--- src/rtl/closest_hit_resolve_if.sv ---
// Intersect-result stream in, resolved closest-hit result out, plus sticky error flags.
interface closest_hit_resolve_if #(
    parameter int TOTAL_PREC  = 27,
    parameter int TRI_ID_BITS = 8
);
    logic                          in_valid;
    logic                          in_first;
    logic                          in_last;
    logic [TRI_ID_BITS-1:0]        in_tri_id;
    logic                          in_hit;
    logic signed [TOTAL_PREC-1:0]  in_oa;
    logic signed [TOTAL_PREC-1:0]  in_t;
    logic                          out_valid;
    logic                          out_ready;
    logic                          out_hit;
    logic [TRI_ID_BITS-1:0]        out_tri_id;
    logic signed [TOTAL_PREC-1:0]  out_oa;
    logic signed [TOTAL_PREC-1:0]  out_t;
    logic                          overflow;
    logic                          proto_err;

    // master: intersect pipeline plus result consumer; slave: the resolver
    modport master (
        output in_valid, in_first, in_last, in_tri_id, in_hit, in_oa, in_t, out_ready,
        input  out_valid, out_hit, out_tri_id, out_oa, out_t, overflow, proto_err
    );
    modport slave (
        input  in_valid, in_first, in_last, in_tri_id, in_hit, in_oa, in_t, out_ready,
        output out_valid, out_hit, out_tri_id, out_oa, out_t, overflow, proto_err
    );
endinterface

--- src/rtl/closest_hit_resolve.sv ---
// Per-ray closest-hit reduction: picks the smallest t/oa among hit samples of a
// first..last framed ray using cross-multiplication, and holds the result for a consumer.
module closest_hit_resolve #(
    parameter int TOTAL_PREC  = 27,
    parameter int FRAC_BITS   = 22,
    parameter int TRI_ID_BITS = 8
) (
    input logic                  clk,
    input logic                  rst,
    closest_hit_resolve_if.slave bus
);
    localparam int PW = 2 * TOTAL_PREC;

    if (FRAC_BITS >= TOTAL_PREC) begin : g_frac_chk
        $error("FRAC_BITS must be smaller than TOTAL_PREC");
    end

    typedef enum logic {IDLE, ACCUM} state_t;

    state_t                        r_state;
    logic                          r_s1_valid, r_s1_first, r_s1_last, r_s1_hit;
    logic [TRI_ID_BITS-1:0]        r_s1_id;
    logic signed [TOTAL_PREC-1:0]  r_s1_oa, r_s1_t;
    logic                          r_best_hit;
    logic [TRI_ID_BITS-1:0]        r_best_id;
    logic signed [TOTAL_PREC-1:0]  r_best_oa, r_best_t;
    logic                          r_out_valid, r_out_hit;
    logic [TRI_ID_BITS-1:0]        r_out_id;
    logic signed [TOTAL_PREC-1:0]  r_out_oa, r_out_t;
    logic                          r_overflow, r_perr;

    logic signed [PW-1:0]          w_tc, w_oab, w_tb, w_oac, w_lhs, w_rhs;
    logic                          w_cand, w_better, w_take, w_accept, w_resolve;
    logic                          w_perr_evt, w_load;
    logic                          w_fin_hit;
    logic [TRI_ID_BITS-1:0]        w_fin_id;
    logic signed [TOTAL_PREC-1:0]  w_fin_oa, w_fin_t;

    // Full-width products: t_c*oa_b < t_b*oa_c  <=>  t_c/oa_c < t_b/oa_b for positive oa
    assign w_tc  = {{TOTAL_PREC{r_s1_t[TOTAL_PREC-1]}},    r_s1_t};
    assign w_oab = {{TOTAL_PREC{r_best_oa[TOTAL_PREC-1]}}, r_best_oa};
    assign w_tb  = {{TOTAL_PREC{r_best_t[TOTAL_PREC-1]}},  r_best_t};
    assign w_oac = {{TOTAL_PREC{r_s1_oa[TOTAL_PREC-1]}},   r_s1_oa};
    assign w_lhs = w_tc * w_oab;
    assign w_rhs = w_tb * w_oac;

    always_comb begin
        w_cand     = r_s1_hit && !r_s1_oa[TOTAL_PREC-1] && (r_s1_oa != '0);
        w_better   = !r_best_hit || (w_lhs < w_rhs);
        w_take     = w_cand && (r_s1_first || w_better);
        w_accept   = r_s1_valid && (r_s1_first || (r_state == ACCUM));
        w_resolve  = w_accept && r_s1_last;
        w_perr_evt = r_s1_valid && (r_s1_first == (r_state == ACCUM));
        w_load     = w_resolve && (!r_out_valid || bus.out_ready);
        // A first sample restarts the ray, so a non-candidate one yields an all-zero best
        w_fin_hit  = r_best_hit;
        w_fin_id   = r_best_id;
        w_fin_oa   = r_best_oa;
        w_fin_t    = r_best_t;
        if (w_take) begin
            w_fin_hit = 1'b1;
            w_fin_id  = r_s1_id;
            w_fin_oa  = r_s1_oa;
            w_fin_t   = r_s1_t;
        end else if (r_s1_first) begin
            w_fin_hit = 1'b0;
            w_fin_id  = '0;
            w_fin_oa  = '0;
            w_fin_t   = '0;
        end
    end

    always_ff @(posedge clk or posedge rst) begin
        if (rst) begin
            r_state     <= IDLE;
            r_s1_valid  <= 1'b0;
            r_s1_first  <= 1'b0;
            r_s1_last   <= 1'b0;
            r_s1_hit    <= 1'b0;
            r_s1_id     <= '0;
            r_s1_oa     <= '0;
            r_s1_t      <= '0;
            r_best_hit  <= 1'b0;
            r_best_id   <= '0;
            r_best_oa   <= '0;
            r_best_t    <= '0;
            r_out_valid <= 1'b0;
            r_out_hit   <= 1'b0;
            r_out_id    <= '0;
            r_out_oa    <= '0;
            r_out_t     <= '0;
            r_overflow  <= 1'b0;
            r_perr      <= 1'b0;
        end else begin
            r_s1_valid <= bus.in_valid;
            r_s1_first <= bus.in_first;
            r_s1_last  <= bus.in_last;
            r_s1_hit   <= bus.in_hit;
            r_s1_id    <= bus.in_tri_id;
            r_s1_oa    <= bus.in_oa;
            r_s1_t     <= bus.in_t;

            if (w_accept) begin
                r_state    <= r_s1_last ? IDLE : ACCUM;
                r_best_hit <= w_fin_hit;
                r_best_id  <= w_fin_id;
                r_best_oa  <= w_fin_oa;
                r_best_t   <= w_fin_t;
            end

            if (w_load) begin
                r_out_valid <= 1'b1;
                r_out_hit   <= w_fin_hit;
                r_out_id    <= w_fin_id;
                r_out_oa    <= w_fin_oa;
                r_out_t     <= w_fin_t;
            end else begin
                if (w_resolve)
                    r_overflow <= 1'b1;
                if (r_out_valid && bus.out_ready)
                    r_out_valid <= 1'b0;
            end

            if (w_perr_evt)
                r_perr <= 1'b1;
        end
    end

    assign bus.out_valid  = r_out_valid;
    assign bus.out_hit    = r_out_hit;
    assign bus.out_tri_id = r_out_id;
    assign bus.out_oa     = r_out_oa;
    assign bus.out_t      = r_out_t;
    assign bus.overflow   = r_overflow;
    assign bus.proto_err  = r_perr;
endmodule

--- src/flat_wrapper.sv ---
// flat-port wrapper written by rule: the top's interface ports become plain ports
module closest_hit_resolve_flat 
#(
    parameter int TOTAL_PREC  = 27,
    parameter int FRAC_BITS   = 22,
    parameter int TRI_ID_BITS = 8
)
  (clk, rst, bus_in_valid, bus_in_first, bus_in_last, bus_in_tri_id, bus_in_hit, bus_in_oa, bus_in_t, bus_out_ready, bus_out_valid, bus_out_hit, bus_out_tri_id, bus_out_oa, bus_out_t, bus_overflow, bus_proto_err);
  closest_hit_resolve_if #(.TOTAL_PREC(TOTAL_PREC), .TRI_ID_BITS(TRI_ID_BITS)) bus_i ();
  input logic clk;
  input logic rst;
  input wire logic [$bits(bus_i.in_valid)-1:0] bus_in_valid;
  input wire logic [$bits(bus_i.in_first)-1:0] bus_in_first;
  input wire logic [$bits(bus_i.in_last)-1:0] bus_in_last;
  input wire logic [$bits(bus_i.in_tri_id)-1:0] bus_in_tri_id;
  input wire logic [$bits(bus_i.in_hit)-1:0] bus_in_hit;
  input wire logic [$bits(bus_i.in_oa)-1:0] bus_in_oa;
  input wire logic [$bits(bus_i.in_t)-1:0] bus_in_t;
  input wire logic [$bits(bus_i.out_ready)-1:0] bus_out_ready;
  output wire logic [$bits(bus_i.out_valid)-1:0] bus_out_valid;
  output wire logic [$bits(bus_i.out_hit)-1:0] bus_out_hit;
  output wire logic [$bits(bus_i.out_tri_id)-1:0] bus_out_tri_id;
  output wire logic [$bits(bus_i.out_oa)-1:0] bus_out_oa;
  output wire logic [$bits(bus_i.out_t)-1:0] bus_out_t;
  output wire logic [$bits(bus_i.overflow)-1:0] bus_overflow;
  output wire logic [$bits(bus_i.proto_err)-1:0] bus_proto_err;
  assign bus_i.in_valid = bus_in_valid;
  assign bus_i.in_first = bus_in_first;
  assign bus_i.in_last = bus_in_last;
  assign bus_i.in_tri_id = bus_in_tri_id;
  assign bus_i.in_hit = bus_in_hit;
  assign bus_i.in_oa = bus_in_oa;
  assign bus_i.in_t = bus_in_t;
  assign bus_i.out_ready = bus_out_ready;
  assign bus_out_valid = bus_i.out_valid;
  assign bus_out_hit = bus_i.out_hit;
  assign bus_out_tri_id = bus_i.out_tri_id;
  assign bus_out_oa = bus_i.out_oa;
  assign bus_out_t = bus_i.out_t;
  assign bus_overflow = bus_i.overflow;
  assign bus_proto_err = bus_i.proto_err;
  closest_hit_resolve #(.TOTAL_PREC(TOTAL_PREC), .FRAC_BITS(FRAC_BITS), .TRI_ID_BITS(TRI_ID_BITS)) u_core (.clk(clk), .rst(rst), .bus(bus_i));
endmodule
--- config.mk ---
export PLATFORM = sky130hd
export DESIGN_NAME = closest_hit_resolve_flat
export DESIGN_NICKNAME = d
export VERILOG_FILES = /design/src/rtl/closest_hit_resolve_if.sv /design/src/rtl/closest_hit_resolve.sv /design/src/flat_wrapper.sv
export SDC_FILE = /design/constraint.sdc
export NUM_CORES = 2
export LEC_CHECK = 0
export ABC_AREA = 1
export CAP_MARGIN = 20
export CORE_MARGIN = 5
export CORE_UTILIZATION = 36
export DETAILED_ROUTE_END_ITERATION = 12
export GPL_TIMING_DRIVEN = 0
export PLACE_DENSITY = 0.54
export RECOVER_POWER = 50
export SLEW_MARGIN = 30
export SYNTH_ARGS = -nofsm -noshare
export SYNTH_HDL_FRONTEND = slang
export SYNTH_SLANG_ARGS = --single-unit
--- constraint.sdc ---
create_clock -name clk -period 20.1 [get_ports clk]
set_clock_uncertainty 0.2 [all_clocks]
set_input_delay 4.02 -clock clk [delete_from_list [all_inputs] [get_ports clk]]
set_output_delay 4.02 -clock clk [all_outputs]
set_load 0.02 [all_outputs]
Yosys cells after proc, flatten, opt, wreduce, memory -nomap -nowiden
Index checks and enable logic that the tools add are counted.
{"block": "classes", "n_mul": 2, "magnitude_cmp": 1, "eq_ne": 1, "n_mux": 11, "bitwise": 1, "n_reduce_logical": 18}
{"cell": "$mul A27 B27 Y54", "count": 2}
{"cell": "$mux W27", "count": 4}
{"cell": "$lt A54 B54 Y1", "count": 1}
{"cell": "$reduce_bool A27 Y1", "count": 1}
{"cell": "$mux W8", "count": 2}
{"cell": "$logic_and A1 B1 Y1", "count": 8}
{"cell": "$mux W1", "count": 5}
{"cell": "$logic_or A1 B1 Y1", "count": 4}
{"cell": "$logic_not A1 Y1", "count": 3}
{"cell": "$reduce_and A2 Y1", "count": 1}
{"cell": "$reduce_bool A2 Y1", "count": 1}
{"cell": "$eq A1 B1 Y1", "count": 1}
{"cell": "$not A1 Y1", "count": 1}
{"block": "word_totals", "reg_bits": 196, "in_bits": 69, "out_inout_bits": 66, "word_cells": 53}

Logic depth before layout (Yosys ltp)
{"block": "logic_depth", "depth_word": 6, "depth_mapped": 47, "mapped_depth_nobuf": 44}

Worst setup path before layout
OpenSTA, ideal clock, no wires.
{"block": "synth_timing", "path_kind": "register to register", "start": "register u_core.r_s1_oa[4]", "end": "register u_core.r_out_oa[0], in the netlist u_core.bus.out_oa[0]", "setup_ns": 0.118, "t_arrival_ns": 8.325, "required_ns": 19.782, "setup_slack_ns": 11.458, "stages_incl_launch_ff": 41, "path_buffers": 3, "synth_period_minus_slack_ns": 8.642, "path_cell_list": "dfrtp_1 > clkbuf_1 > buf_1 > nand2_1 > inv_1 > fa_1 > inv_1 > fa_1 > inv_1 > fa_1 > fa_1 > fa_1 > inv_1 > fa_1 > inv_1 > fa_1 > ha_1 > nand2_1 > [... 5 more ...] > nand3_1 > xnor2_1 > ha_1 > nand2_1 > inv_1 > nand3_2 > nor2_4 > o21ai_1 > nand3_1 > a21oi_1 > nand2_1 > nand2_1 > nand3_4 > nand2_8 > buf_12 > nand2_4 > nand3_1 > nand2_1"}
{"block": "synth_between", "elab_chain_cells": 6, "word_cells_on_any_way": 8, "classes_between": "mul (1); order compare (1); mux (1); reduce/logical (5)"}
{"item": "start, declared", "line_no": "closest_hit_resolve.sv:23", "source": "logic signed [TOTAL_PREC-1:0] r_s1_oa, r_s1_t;"}
{"item": "start signal, assigned", "line_no": "closest_hit_resolve.sv:100", "source": "r_s1_oa <= bus.in_oa;"}
{"item": "$mul A27 B27 Y54", "line_no": "closest_hit_resolve.sv:45", "source": "assign w_rhs = w_tb * w_oac;"}
{"item": "$lt A54 B54 Y1", "line_no": "closest_hit_resolve.sv:49", "source": "w_better = !r_best_hit || (w_lhs < w_rhs);"}
{"item": "$logic_or A1 B1 Y1", "line_no": "closest_hit_resolve.sv:49"}
{"item": "$logic_or A1 B1 Y1", "line_no": "closest_hit_resolve.sv:50", "source": "w_take = w_cand && (r_s1_first || w_better);"}
{"item": "$logic_and A1 B1 Y1 (*)", "line_no": "closest_hit_resolve.sv:50"}
{"item": "$mux W27 (*)", "line_no": "closest_hit_resolve.sv:60", "source": "if (w_take) begin"}
{"item": "end signal, assigned", "line_no": "closest_hit_resolve.sv:115", "source": "r_out_oa <= w_fin_oa;"}
{"item": "end, declared", "line_no": "closest_hit_resolve.sv:29", "source": "logic signed [TOTAL_PREC-1:0] r_out_oa, r_out_t;"}
Mark *: on every way between the ends. The rest lies on a longest branch, timed or not.
A chain may end at the register's enable or synchronous reset.

Final worst setup path
{"block": "layout_timing", "start": "register u_core.r_s1_t[26]", "end": "register u_core.r_out_t[22], in the netlist u_core.bus.out_t[22]"}
{"block": "layout_between", "elab_chain_cells": 6}
{"item": "start, declared", "line_no": "closest_hit_resolve.sv:23"}
{"item": "start signal, assigned", "line_no": "closest_hit_resolve.sv:101", "source": "r_s1_t <= bus.in_t;"}
{"item": "$mul A27 B27 Y54", "line_no": "closest_hit_resolve.sv:44", "source": "assign w_lhs = w_tc * w_oab;"}
{"item": "$lt A54 B54 Y1", "line_no": "closest_hit_resolve.sv:49"}
{"item": "$logic_or A1 B1 Y1", "line_no": "closest_hit_resolve.sv:49"}
{"item": "$logic_or A1 B1 Y1", "line_no": "closest_hit_resolve.sv:50"}
{"item": "$logic_and A1 B1 Y1", "line_no": "closest_hit_resolve.sv:50"}
{"item": "$mux W27", "line_no": "closest_hit_resolve.sv:60"}
{"item": "end signal, assigned", "line_no": "closest_hit_resolve.sv:116", "source": "r_out_t <= w_fin_t;"}
{"item": "end, declared", "line_no": "closest_hit_resolve.sv:29"}
Every way passes these cells.

==> results.md <==
- # setup viols final: 0
- Final instance area: about 70000 sq um
- Clk buf depth: 2
- Final ANT Viol Nets: 0
- R2r setup slk: approximately 8.5 ns
- CP most frequent cell: inv_1
- Die W: around 430 microns
- Most common cell after layout, fill and taps aside: inv_1
- Setup Fix Bufs, Post-CTS: 0
- Crit path required time: about 20 ns
- Routability congestion estimate: between 0.9 and 1
- Tcrit/Tclk final: just under 60%
- Worst-path fanout max: 10
- Global-route met1 utilization: 33.0%
- Ys async rst share: 100%
- FP Rows: around 160
- CTS root buf: clkbuf_16
- Critical path class: reg2reg
- Min Tclk post-route: between 10 and 15 ns
- Post-CTS Resized: 0
- CTS buffer count: 17
- Reg-to-reg endpoint: u_core.bus.out_t[22]
- Ys flop type: dfrtp_1
- Drt pass-1 iters: 6
- Hold Path Class: reg2reg
- H-tree levels: 4
- Ys Warns: 0
- Antenna violations before repair: 10
- Die footprint: about 190000 sq um
- Sequential area share after synthesis: ~7.5%
- Grt ovf: 0
- Status: complete, but fails checks
- GRT Overall Usage: about a quarter
- DP Area: 69400 sq um
- Drt initial violations: about 4.4k
- Hold Path Depth: 1
- GR Util met3: between 4 and 5%
- RSZ-0062 raised after global routing: false
- Post-synth EDFFs: 0
- Critical path's largest stage delay: between 0.7 and 0.8 ns
- Starting Density: between 30% and 40%
- Post-Syn Area: around 65000 sq um
- Post-Synthesis Cells: just over 8k
- Post-DP HPWL: a little over 200 mm
- Clock Latency Late Sink: about 0.57 ns
- Wirelength, routed: 240 mm
- CP arrival: 11.80 ns
- Hold slack: ~0.28 ns
- Core ar.: ~180000 sq um
- Largest net degree at the start of global routing: between 80 and 90
- DR WL/cell: ~23 microns
- Hold_buf cts: 0
- Die Span Y: 435 microns
- Yosys top cell area share: 46.9%
- Maximum Capacitance Violations: 3
- Area leader, netlist: fa_1
- CP endpoint kind: flip-flop
- Syn_area_per_cell: 8.06 sq um
- Setup total negative slack: 0 ns
- Fill cells: 18.8k
- Clk sinks: between 150 and 200
- M2 GR Usage: 41.7%
- Startpoint types: flip-flop
- Area Growth Syn to Fin: 7.76%
- Fin. Hold Viols: 0
- R2R depth: 37
- CTS tree: yes
- CTS clock-pin slew for the worst setup and hold paths: 0.09 ns
- Global routing's busiest layer: met2
- Worst Tran Pin Value: approximately 5 ns
- Slowest CP cell: buf_1
- DRC Markers: 0
- Pins Over Slew Limit: between 200 and 250
- Launch point of the worst reg-to-reg path: u_core.r_s1_t[26]
- Hold Path Origin: u_core.bus.overflow
- Syn_nets: 10.0k
- Most frequent cells in the layout: 2553 x inv_1, 2014 x nand2_1, 1522 x fa_1, 370 x ha_1, 243 x nand3_1
- FF+latch count, synth: about 200
- IO Pins: about 140
- Slew headroom: -235%
- Number of global-route vias before repair: ~55k
- Hold endpoint: u_core.bus.overflow
- Port Buffers: around 130
- Share of cells above drive strength 1: about 3.1%
- Fin nets: between 10k and 15k
- Violated checks: capacitance limit, slew limit
- First-pass GRT wire length: 357 mm
- Via count: about 52k
- FMAX: 0.0861 GHz
- Netlist cell types: 58
- Top post-synthesis cells by area: fa_1 47%, inv_1 15%, nand2_1 12%
- Via density: 4.90
cells in the mapped netlist, types with 2 or more instances:
library cell and instances:
inv_2 7, nor2_4 2, nand4_1 22, nand3b_1 3, a21oi_2 3, xor2_1 61
clkbuf_1 205, a31oi_1 18, nand2_1 2014, o21ai_0 82, buf_1 71, inv_1 2553
nor4_1 13, buf_12 6, buf_4 41, dlygate4sd1_1 5, nor2_1 205, o21bai_1 21
a21boi_2 2, o21a_1 6, or2_2 8, dfrtp_1 196, buf_2 46, a21boi_0 7
nand3_2 5, fa_1 1522, nor3_1 16, o211ai_1 3, a21oi_1 141, or2_1 2
nand2_4 58, ha_1 370, o21ai_2 3, o21ai_1 5, a21o_1 20, o2111ai_1 2
xnor2_1 56, nand3_1 243
cells by family after synthesis:
family	Yosys count	share of synthesized area (%)
buf+inv	2937	17.5
simple gates	2599	16.5
fa+ha+maj	1892	54.0
compound gates	322	2.85
flops	196	7.55
xor+xnor	117	1.58
per-layer routing:
layer  vias to the layer above  part of all wire (%)
li1                      22754                     -
met1                     26783                    40
met4                         4                   5.5
met3                       430                   7.2
met5                         -                0.0083
met2                      1989                    47
per-stage QoR:
step / worst slack, ns / utilization, % / cells
5_1_grt: 7.79 / 38.9 / 10603
2_1_floorplan: 10.54 / - / 8063
3_5_place_dp: 8.44 / 38.5 / 10569
3_3_place_gp: 6.87 / 38.5 / 10567
4_1_cts: 8.34 / 38.9 / 10601
6_report: 8.49 / 38.9 / 10607
worst max-delay path, delay by kind of cell (launching register included):
| family | cells | cell delay [ns] |
|---|---|---|
| xor gates and xnor gates | 1 | 0.28 |
| adders and majority gates | 9 | 4.67 |
| AOI/OAI and AO/OA | 3 | 0.59 |
| buffers and inverters | 10 | 2.65 |
| and+or+nand+nor | 14 | 2.71 |
| DFF | 1 | 0.33 |
layout make-up:
| cell class | instances | area [sq um] | share of cell area, % |
|---|---|---|---|
| flip-flops and latches | 196 | 4900 | 7.00 |
| repair buffers | 137 | 1360 | 1.94 |
| clock buffers | 17 | 425 | 0.607 |
| multi-input cells | 4930 | 48700 | 69.6 |
| plain buffers | 376 | 1800 | 2.57 |
| inverters | 2561 | 9610 | 13.7 |
| diodes | 5 | 12.5 | 0.0179 |
| well taps | 2370 | 2970 | 4.23 |
| clock inverters | 15 | 238 | 0.339 |
state kept, by name, indices dropped and copies added (netlist names), 8 cells and up:
register               flops
u_core.bus.out_t          27
u_core.r_best_id           8
u_core.bus.out_oa         27
u_core.r_best_oa          27
u_core.bus.out_tri_id      8
u_core.r_s1_t             27
u_core.r_s1_oa            27
u_core.r_s1_id             8
u_core.r_best_t           27
how the worst max path moves through the flow:
stage / from / endpoint / slack [ns] / depth (start not counted)
after floorplan: rst / u_core.bus.out_hit / 10.54 / 1
after global placement: rst / u_core.r_s1_oa[11] / 6.87 / 2
after detailed placement: u_core.r_s1_t[26] / u_core.bus.out_t[22] / 8.44 / 37
after CTS: u_core.r_best_t[26] / u_core.bus.out_t[22] / 8.34 / 39
after global routing: u_core.r_s1_t[26] / u_core.bus.out_t[22] / 7.79 / 37
final: u_core.r_s1_t[26] / u_core.bus.out_t[22] / 8.49 / 37
Power is not shown: default switching activity piles up to over one toggle a cycle in this logic, so the estimate is an artifact.
